--- config.mk ---
export PLATFORM = sky130hd
export DESIGN_NAME = spi_multi_tx
export DESIGN_NICKNAME = d
export VERILOG_FILES = /design/src/rtl/spi_tx_pkg.sv /design/src/rtl/spi_lane_shifter.sv /design/src/rtl/spi_multi_tx.sv
export SDC_FILE = /design/constraint.sdc
export NUM_CORES = 1
export LEC_CHECK = 0
export CORE_AREA = 3 3 74 76
export DETAILED_ROUTE_END_ITERATION = 10
export DIE_AREA = 0 0 77 79
export HOLD_SLACK_MARGIN = 0.1
export PLACE_DENSITY = 0.8
export REMOVE_ABC_BUFFERS = 1
export SETUP_SLACK_MARGIN = 0.5
export SLEW_MARGIN = 20
export SYNTH_ARGS = -nofsm -noshare
export SYNTH_HDL_FRONTEND = slang
export SYNTH_HIERARCHICAL = 1
export SYNTH_SLANG_ARGS = --single-unit
--- constraint.sdc ---
create_clock -name I_clk -period 7.3 [get_ports I_clk]
set_input_delay 1.825 -clock I_clk [delete_from_list [all_inputs] [get_ports I_clk]]
set_output_delay 1.825 -clock I_clk [all_outputs]
set_load 0.01 [all_outputs]
--- src/rtl/spi_tx_pkg.sv ---
// Shared types for the multi-lane SPI transmitter.
//   state_t : transmitter FSM states
//   lane_t  : one lane's transfer word at the default lane width
package spi_tx_pkg;

  localparam int unsigned LANE_WIDTH = 8;

  typedef logic [LANE_WIDTH-1:0] lane_t;

  typedef enum logic [2:0] {
    ST_IDLE,
    ST_CS_SETUP,
    ST_BIT_LOW,
    ST_BIT_HIGH,
    ST_GAP,
    ST_FINISH
  } state_t;

  function automatic int unsigned max2(input int unsigned a, input int unsigned b);
    return (a > b) ? a : b;
  endfunction

endpackage

--- src/rtl/spi_lane_shifter.sv ---
// One MOSI lane: parallel load, shift left, MSB presented as the serial bit.
//   clk, rst : clock, asynchronous active-high reset
//   load     : capture data
//   shift    : move next bit into MSB position
//   data     : parallel word
//   msb      : current serial bit
module spi_lane_shifter
  import spi_tx_pkg::*;
#(
  parameter int unsigned WIDTH = 8
) (
  input  logic             clk,
  input  logic             rst,
  input  logic             load,
  input  logic             shift,
  input  logic [WIDTH-1:0] data,
  output logic             msb
);

  logic [WIDTH-1:0] sreg;

  always_ff @(posedge clk or posedge rst) begin
    if (rst) begin
      sreg <= '0;
    end else if (load) begin
      sreg <= data;
    end else if (shift) begin
      sreg <= sreg << 1;
    end
  end

  assign msb = sreg[WIDTH-1];

endmodule

--- src/rtl/spi_multi_tx.sv ---
// Multi-lane SPI transmitter (mode 0) with shared SCK and CS_n.
// Serialises one word per lane MSB-first on data commands, and holds CS_n
// high for a column gap or an image latch period on boundary commands.
//   I_clk, I_rst     : clock, asynchronous active-high reset
//   I_next_data      : send I_data_in (one word per lane)
//   I_next_column    : column boundary (CS_n high for GAP_CYCLES)
//   I_next_image     : image boundary (CS_n high for LATCH_CYCLES)
//   I_data_in        : per-lane words, sampled on accept
//   O_tx_finish      : one-cycle completion pulse
//   O_busy           : command in progress (through the finish cycle)
//   O_overrun        : one-cycle pulse, a command was dropped
//   O_sck, O_cs_n    : shared SPI clock and chip select
//   O_mosi           : per-lane serial data
module spi_multi_tx
  import spi_tx_pkg::*;
#(
  parameter int unsigned SPI_CHANNEL_NUMBER = 4,
  parameter int unsigned BLOCK_DATA_WIDTH_B = 8,
  parameter int unsigned HALF_PERIOD        = 2,
  parameter int unsigned CS_SETUP_CYCLES    = 2,
  parameter int unsigned GAP_CYCLES         = 16,
  parameter int unsigned LATCH_CYCLES       = 256
) (
  input  logic                                                 I_clk,
  input  logic                                                 I_rst,
  input  logic                                                 I_next_data,
  input  logic                                                 I_next_column,
  input  logic                                                 I_next_image,
  input  logic [SPI_CHANNEL_NUMBER-1:0][BLOCK_DATA_WIDTH_B-1:0] I_data_in,
  output logic                                                 O_tx_finish,
  output logic                                                 O_busy,
  output logic                                                 O_overrun,
  output logic                                                 O_sck,
  output logic                                                 O_cs_n,
  output logic [SPI_CHANNEL_NUMBER-1:0]                        O_mosi
);

  localparam int unsigned TMAX =
    max2(max2(HALF_PERIOD, CS_SETUP_CYCLES), max2(GAP_CYCLES, LATCH_CYCLES));
  localparam int unsigned TW = $clog2(TMAX + 1);
  localparam int unsigned BW = $clog2(BLOCK_DATA_WIDTH_B + 1);

  state_t          state, state_n;
  logic [TW-1:0]   timer, timer_n;
  logic [BW-1:0]   bit_cnt, bit_cnt_n;
  logic            cs_n_q, cs_n_n;
  logic            ovr_q, ovr_n;
  logic            load, shift;
  logic [SPI_CHANNEL_NUMBER-1:0] lane_msb;

  always_ff @(posedge I_clk or posedge I_rst) begin
    if (I_rst) begin
      state   <= ST_IDLE;
      timer   <= '0;
      bit_cnt <= '0;
      cs_n_q  <= 1'b1;
      ovr_q   <= 1'b0;
    end else begin
      state   <= state_n;
      timer   <= timer_n;
      bit_cnt <= bit_cnt_n;
      cs_n_q  <= cs_n_n;
      ovr_q   <= ovr_n;
    end
  end

  always_comb begin
    state_n   = state;
    timer_n   = timer;
    bit_cnt_n = bit_cnt;
    cs_n_n    = cs_n_q;
    ovr_n     = 1'b0;
    load      = 1'b0;
    shift     = 1'b0;

    case (state)
      ST_IDLE: begin
        // Image beats column beats data; losers of the same cycle are dropped.
        if (I_next_image) begin
          state_n = ST_GAP;
          timer_n = TW'(LATCH_CYCLES);
          cs_n_n  = 1'b1;
          ovr_n   = I_next_column | I_next_data;
        end else if (I_next_column) begin
          state_n = ST_GAP;
          timer_n = TW'(GAP_CYCLES);
          cs_n_n  = 1'b1;
          ovr_n   = I_next_data;
        end else if (I_next_data) begin
          load      = 1'b1;
          bit_cnt_n = BW'(BLOCK_DATA_WIDTH_B);
          cs_n_n    = 1'b0;
          if (cs_n_q) begin
            state_n = ST_CS_SETUP;
            timer_n = TW'(CS_SETUP_CYCLES);
          end else begin
            state_n = ST_BIT_LOW;
            timer_n = TW'(HALF_PERIOD);
          end
        end
      end
      ST_CS_SETUP: begin
        if (timer == TW'(1)) begin
          state_n = ST_BIT_LOW;
          timer_n = TW'(HALF_PERIOD);
        end else begin
          timer_n = timer - TW'(1);
        end
      end
      ST_BIT_LOW: begin
        if (timer == TW'(1)) begin
          state_n = ST_BIT_HIGH;
          timer_n = TW'(HALF_PERIOD);
        end else begin
          timer_n = timer - TW'(1);
        end
      end
      ST_BIT_HIGH: begin
        if (timer == TW'(1)) begin
          // Shift only on leaving SCK high so MOSI is stable for the whole low phase.
          shift     = 1'b1;
          bit_cnt_n = bit_cnt - BW'(1);
          if (bit_cnt == BW'(1)) begin
            state_n = ST_FINISH;
            timer_n = '0;
          end else begin
            state_n = ST_BIT_LOW;
            timer_n = TW'(HALF_PERIOD);
          end
        end else begin
          timer_n = timer - TW'(1);
        end
      end
      ST_GAP: begin
        if (timer == TW'(1)) begin
          state_n = ST_FINISH;
          timer_n = '0;
        end else begin
          timer_n = timer - TW'(1);
        end
      end
      ST_FINISH: begin
        state_n = ST_IDLE;
      end
      default: begin
        state_n = ST_IDLE;
      end
    endcase

    if (state != ST_IDLE && (I_next_data || I_next_column || I_next_image)) begin
      ovr_n = 1'b1;
    end
  end

  for (genvar g = 0; g < SPI_CHANNEL_NUMBER; g++) begin : g_lane
    spi_lane_shifter #(.WIDTH(BLOCK_DATA_WIDTH_B)) u_shifter (
      .clk   (I_clk),
      .rst   (I_rst),
      .load  (load),
      .shift (shift),
      .data  (I_data_in[g]),
      .msb   (lane_msb[g])
    );
  end

  logic bit_phase;
  assign bit_phase   = (state == ST_BIT_LOW) || (state == ST_BIT_HIGH);
  assign O_sck       = (state == ST_BIT_HIGH);
  assign O_mosi      = bit_phase ? lane_msb : '0;
  assign O_tx_finish = (state == ST_FINISH);
  assign O_busy      = (state != ST_IDLE);
  assign O_overrun   = ovr_q;
  assign O_cs_n      = cs_n_q;

endmodule

==> implementation parameters, run 1 <==
Parameter                              Value

Outcome
  Run status    complete, no violations

STA
  Final-report max-slew violation count    0
  Minimum clock period    3.86 ns
  Worst slew margin    0.324
  Unrepaired setup endpoints after global routing    no
  Max Clock Freq    259 MHz
  Setup Total Neg Slack    0 ns
  Final setup fails    0
  Fin. Hold Viols    0
  Fin Clk Skew    0.00704 ns
  Transition at the pin with the smallest max-transition slack    1.01 ns
  Period utilization    0.529

Synth
  Commonest register cell after synthesis    dfrtp_1
  Netlist Area Pre-Place    2740 sq um
  Synthesized instance count    274
  Asr flop ratio synth    1.00
  Yosys warns    6
  Proportion of synthesized chip area in sequential cells    0.457
  Count of state elements after synthesis    50
  EDFF count, synth    0
  Synthesized area divided by synthesized cell count    10.0 sq um
  Post-synth top area cell    dfrtp_1
  Largest cells by area after synthesis    dfrtp_1 (45%), mux2i_1 (11%), nand2_1 (5.2%)
  Count of distinct cell types in the synthesized netlist    52
  Share of the synthesized area in the top cell type    0.447

Global route
  Number of antenna violations at the first check in global routing    0
  Global Route Usage Sum    0.179
  Total gr overflow    0
  Via count of the first global-routing pass    1981
  Pin count of the biggest net entering global routing    65
  First-pass GRT wire length    8830 um

Routing
  Number of DRC markers in iteration 0    100
  DRT antenna net count    0
  Drt drc    0
  DRT Pass-1 Iters    4
  Drt wl/cell    13.5 um
  Total via count after detailed routing    2020
  Vias per std cell    5.30
  Final WL    5150 um

Floorplan
  Number of placement rows    25
  Die Span X    77 um
  Starting density of the core    0.573
  Vert. Die Dim    79 um
  Area of the die    6080 sq um
  Placeable core region    4790 sq um
  Io pins    46

Critical path
  Req. time, crit path    5.48 ns
  Highest-delay cell along the critical path    dfrtp_1
  Worst Path Class, Setup    flop to primary output
  Critical path, cell by cell    nor2b_1, and2_1, clkdlybuf4s50_1
  Sort of element at the end of the critical path    primary output
  Largest driver fanout on the critical path    11
  Data arrival, critical path    2.04 ns
  Critical Path Max Stage Delay    0.57 ns
  Worst Setup Start Kind    flop

Layout
  Layout cells sized above 1    0.0764
  Area added between synthesis and finish    19.6%
  Nets    354
  Number of antenna cells inserted    0
  Final core area utilization    0.685
  Filler cells    360
  Final design instance area without fill    3280 sq um

CTS
  Setup fix buffers added after clock tree synthesis    0
  Insertion delay to the later sink of the worst-skew pair    0.29 ns
  TritonCTS Buffers    5
  Worst-path clk slew    0.09 ns
  CTS tree    done
  Number of buffers inserted for hold repair after clock tree synthesis    0
  Number of buffers on the longest clock path    2
  Post-cts sizing count    0
  H-tree levels    2
  Root buf cell    clkbuf_8
  Clock sink total    50

Run
  Reported max-cap violation count    0

Place
  Port Buffers    45
  DP Area    3140 sq um
  Final HPWL from detailed placement    3760 um
  Final Wtd Congestion    0.899

Pwr
  Worst vdd rail ir drop    0.138 mV
  Standby leakage power    0.00129 uW
  Power Dens Cells    326 nW/um^2

Min path
  Type of the tightest min-delay check    flop to flop
cells in the mapped netlist, types with 3 or more instances:
cell	instances
a21oi_1	8
and2_1	5
buf_4	3
buf_6	9
dfrtp_1	49
ha_1	4
inv_1	11
mux2i_1	29
nand2_1	38
nand2b_1	4
nor2_1	13
nor2b_1	5
nor3_1	5
nor3b_1	3
o21ai_0	10
o21ai_1	28
o2bb2ai_1	3
or3_1	4
xor2_1	3
final timing paths:
check | to | depth (start not counted) | slack (ns) | from
max reg2reg | g_lane[3].u_shifter/sreg[0] | 9 | 3.81 | timer[1]
max in group asynchronous | timer[0] | 2 | 4.76 | I_rst
min in group asynchronous | g_lane[0].u_shifter/sreg[6] | 2 | 1.92 | I_rst
max | O_mosi[2] | 3 | 3.44 | state[1]
min reg2reg | O_cs_n | 2 | 0.51 | O_cs_n
min | O_cs_n | 2 | 0.51 | O_cs_n
routing by layer:
layer / vias to the layer above / routed length [um] / share of wire / GRT usage
li1: 1036 / - / - / -
met1: 937 / 2390 / 0.46 / 0.226
met2: 42 / 2490 / 0.48 / 0.310
met3: 5 / 215 / 0.042 / 0.0431
met4: 0 / 51 / 0.0099 / 0.0445
met5: - / 0 / 0 / 0
cells by family (layout without fill, tap and decap cells):
kind of cell             count (synthesis)  in the layout  synth area share
multiplexers                            31             31             0.114
adder cells (fa/ha/maj)                  5              5            0.0219
buffers and inverters                   26             66            0.0685
AND/OR/NAND/NOR                         91             91             0.173
AO/OA/AOI/OAI                           68             68             0.156
flip-flops                              50             50             0.457
XOR/XNOR                                 3              3           0.00959
worst max-delay path, delay by kind of cell (launching register included):
family | cells | cell delay (ns)
DFF | 1 | 0.57
and+or+nand+nor | 2 | 0.61
buffers and inverters | 1 | 0.56
per-stage QoR:
step	total power (uW)	hold WS (ns)	std cells	worst slack (ns)
finish	1070	0.508	381	3.44
detailed placement	882	0.500	372	3.19
global placement	864	0.490	372	3.22
global route	1160	0.562	381	3.28
CTS	1070	0.513	380	3.42
floorplan	764	0.472	260	2.56
power by group:
part           internal [uW]  switching [uW]  leakage (uW)
clock                    101            87.1     0.0000579
sequential               395            89.6      0.000627
combinational            194             203      0.000605
total                    690             380       0.00129
registers in the layout, indices dropped and copies added, names as in the netlist:
register	cells
timer	9
O_overrun	1
bit_cnt	4
g_lane.u_shifter/sreg	32
O_cs_n	1
state	3
layout make-up:
type,instances,area (sq um),area share
Clock inverter,3,40.0,0.0122
Tap cell,67,83.8,0.0256
Inverter,12,45.0,0.0137
Multi-Input combinational cell,198,1310,0.399
Clock buffer,5,68.8,0.0210
Sequential cell,50,1250,0.382
Timing Repair Buffer,46,478,0.146
placed cells by master (no fill, tap or decap), drive strengths merged, types with 2 or more instances in the layout:
cell,synthesis,routed
ha,4,4
mux2,2,2
o31ai,2,2
nor3b,3,3
clkinv,0,2
mux2i,29,29
nor2b,5,5
and2,5,5
nand3,2,2
nor3,7,7
xor2,3,3
nor2,13,13
or3,5,5
dfrtp,49,49
inv,12,12
nand2,38,38
o211ai,2,2
clkbuf,1,5
o2bb2ai,3,3
clkdlybuf4s50,0,45
nor4,2,2
nand2b,4,4
or4,2,2
a21oi,9,9
o21ai,40,40
a221o,2,2
Note: power is estimated with default switching activity, not from simulation.
==> run 2, diff against run 1 <==
--- a/config.mk
+++ b/config.mk
@@ -5,11 +5,11 @@
 export SDC_FILE = /design/constraint.sdc
 export NUM_CORES = 1
 export LEC_CHECK = 0
-export CORE_AREA = 3 3 74 76
+export CORE_AREA = 3 3 80 82
 export DETAILED_ROUTE_END_ITERATION = 10
-export DIE_AREA = 0 0 77 79
+export DIE_AREA = 0 0 83 85
 export HOLD_SLACK_MARGIN = 0.1
-export PLACE_DENSITY = 0.8
+export PLACE_DENSITY = 0.73
 export REMOVE_ABC_BUFFERS = 1
 export SETUP_SLACK_MARGIN = 0.5
 export SLEW_MARGIN = 20
==> constraint.sdc (replaced) <==
create_clock -name I_clk -period 3.42 [get_ports I_clk]
set_input_delay 0.855 -clock I_clk [delete_from_list [all_inputs] [get_ports I_clk]]
set_output_delay 0.855 -clock I_clk [all_outputs]
set_load 0.01 [all_outputs]
==> implementation parameters, run 2 (same netlist as run 1, synthesis figures left out) <==
Parameter                              Value

Outcome
  Run status    complete, no violations (unchanged)

Pwr
  Worst vdd rail ir drop    0.283 mV (was 0.138 mV)
  Fraction of power consumed by sequential logic    0.460 (was 0.453)
  Standby leakage power    0.00128 uW (was 0.00129 uW)
  Switching pwr    843 uW (was 380 uW)
  Clock network power share    0.157 (was 0.176)
  Sw Ratio    0.376 (was 0.355)
  Internal power of the cells    1400 uW (was 690 uW)
  Fraction of power consumed by combinational cells    0.383 (was 0.372)
  Power Dens Cells    685 nW/um^2 (was 326 nW/um^2)

STA
  Minimum clock period    2.80 ns
  Smallest hold slack    0.522 ns (was 0.508 ns)
  Fin Clk Skew    0.0132 ns (was 0.00704 ns)
  Worst slew margin    0.534 (was 0.324)
  Unrepaired setup endpoints after global routing    no (unchanged)
  Max Clock Freq    357 MHz
  Final setup fails    0 (unchanged)
  Period utilization    0.818
  Setup Total Neg Slack    0 ns (unchanged)
  Fin. Hold Viols    0 (unchanged)
  Transition at the pin with the smallest max-transition slack    0.698 ns (was 1.01 ns)
  Setup slack of the critical path after layout    0.621 ns (was 3.44 ns)
  Final-report max-slew violation count    0 (unchanged)

Global route
  First-pass GRT wire length    9270 um (was 8830 um)
  Total gr overflow    0 (unchanged)
  Via count of the first global-routing pass    2077 (was 1981)
  Number of antenna violations at the first check in global routing    0 (unchanged)
  Pin count of the biggest net entering global routing    65 (unchanged)
  Global Route Usage Sum    0.160 (was 0.179)

Routing
  Number of DRC markers in iteration 0    143 (was 100)
  Total via count after detailed routing    2097 (was 2020)
  Drt wl/cell    13.6 um (was 13.5 um)
  Final WL    5300 um (was 5150 um)
  DRT Pass-1 Iters    4 (unchanged)
  Met1 wire length    2420 um (was 2390 um)
  Drt drc    0 (unchanged)
  Max Used Layer    met4 (unchanged)
  Vias per std cell    5.38 (was 5.30)
  DRT antenna net count    0 (unchanged)
  Met3 routed wirelength    265 um (was 215 um)
  Routed met2 length    2530 um (was 2490 um)

Place
  Port Buffers    45 (unchanged)
  Final Wtd Congestion    0.883 (was 0.899)
  DP Cell Count    382 (was 372)
  Final HPWL from detailed placement    3810 um (was 3760 um)
  Pre-CTS setup slack    0.774 ns (was 3.19 ns)

Min path
  Worst Hold Depth    2 (unchanged)
  End of the worst hold path    O_cs_n (unchanged)
  Type of the tightest min-delay check    flop to flop (unchanged)
  Source of the worst hold timing path    O_cs_n (unchanged)

Layout
  Post-Layout Cell Count    390 (was 381)
  Max reg flops    32 (unchanged)
  Layout cells sized above 1    0.0857 (was 0.0764)
  Final core area utilization    0.563 (was 0.685)
  Area added between synthesis and finish    19.5% (was 19.6%)
  Nets    355 (was 354)
  Commonest cells after routing, fill and taps aside    dfrtp_1 (48), clkdlybuf4s50_1 (45), nand2_1 (38), mux2i_1 (29), o21ai_1 (28) (was dfrtp_1 (49), clkdlybuf4s50_1 (45), nand2_1 (38), mux2i_1 (29), o21ai_1 (28))
  Registers with the highest flip-flop counts    g_lane.u_shifter/sreg (32), timer (9), bit_cnt (4) (unchanged)
  Most common cell after layout, fill and taps aside    dfrtp_1 (unchanged)
  Register bank with the most flops    g_lane.u_shifter/sreg (unchanged)
  Number of antenna cells inserted    0 (unchanged)

Critical path
  Origin of the critical flop-to-flop path    timer[1] (unchanged)
  Number of cell instances on the worst register-to-register path    7 (was 9)
  Sort of element at the end of the critical path    primary output (unchanged)
  Worst Path Class, Setup    flop to primary output (unchanged)
  Worst-case register-to-register setup slack    1.18 ns (was 3.81 ns)
  Req. time, crit path    2.56 ns (was 5.48 ns)
  Largest driver fanout on the critical path    11 (unchanged)
  Data arrival, critical path    1.94 ns (was 2.04 ns)
  Endpoint of the lowest-slack register-to-register path    g_lane[2].u_shifter/sreg[2] (was g_lane[3].u_shifter/sreg[0])
  Worst Setup Start Kind    flop (unchanged)

CTS
  Insertion delay to the later sink of the worst-skew pair    0.31 ns (was 0.29 ns)
  Setup fix buffers added after clock tree synthesis    0 (unchanged)
  Worst-path clk slew    0.10 ns (was 0.09 ns)
  Clock sink total    50 (unchanged)
  H-tree levels    2 (unchanged)
  Root buf cell    clkbuf_8 (unchanged)
  TritonCTS Buffers    5 (unchanged)
  CTS tree    done (unchanged)
  Number of buffers inserted for hold repair after clock tree synthesis    0 (unchanged)
  Number of buffers on the longest clock path    2 (unchanged)

Floorplan
  Placeable core region    5820 sq um (was 4790 sq um)
  Number of placement rows    28 (was 25)
  Starting density of the core    0.471 (was 0.573)
  Area of the die    7060 sq um (was 6080 sq um)
  Io pins    46 (unchanged)
  Die Span X    83 um (was 77 um)
  Vert. Die Dim    85 um (was 79 um)

Run
  Reported max-cap violation count    0 (unchanged)
[run 2: metal layers]
metal  global-route usage  vias up
li1                     -     1044
met1                0.214      980
met5                    0        -
met3               0.0388        8
met2                0.257       65
met4               0.0579        0
[run 2: metrics by stage]
step,total power (uW),instance area (sq um)
floorplan,1630,2600
global placement,1880,3180
detailed placement,1900,3180
CTS,2260,3270
global route,2440,3280
finish,2240,3280
[run 2: how the worst max path moves through the flow]
stage	from	end	slack, ns	cells past startpoint
2_1_floorplan	timer[1]	g_lane[0].u_shifter/sreg[0]	-1.32	8
3_3_place_gp	I_next_image	timer[7]	0.84	5
3_5_place_dp	I_next_image	timer[7]	0.77	5
4_1_cts	state[1]	O_mosi[2]	0.56	3
5_1_grt	state[2]	O_sck	0.51	3
6_report	state[2]	O_sck	0.62	3
[run 2: worst max-delay path: stages, from the launching register on]
cell,delay [ns]
dfrtp_1,0.53
nand3b_1,0.36
inv_1,0.19
clkdlybuf4s50_1,0.55
[run 2: layout make-up]
class                   instances  area (sq um)
clock buffers                   5          68.8
clock inverters                 3          25.0
fillers                       504          2540
inverters                      12          45.0
multi-input cells             198          1310
flip-flops and latches         50          1250
well taps                      75          93.8
repair buffers                 47           478
[run 2: power by group through the flow]
stage	Clock [uW]	Combinational, uW	Sequential, uW
5_1_grt	397	973	1070
6_report	351	859	1030
3_5_place_dp	0	861	1040
3_3_place_gp	0	842	1040
4_1_cts	369	863	1030
2_1_floorplan	0	635	996
[run 2: what timing repair did]
action                     CTS  global route
setup endpoints to repair    4             1
resized for setup            1             1
gates cloned                 0             0
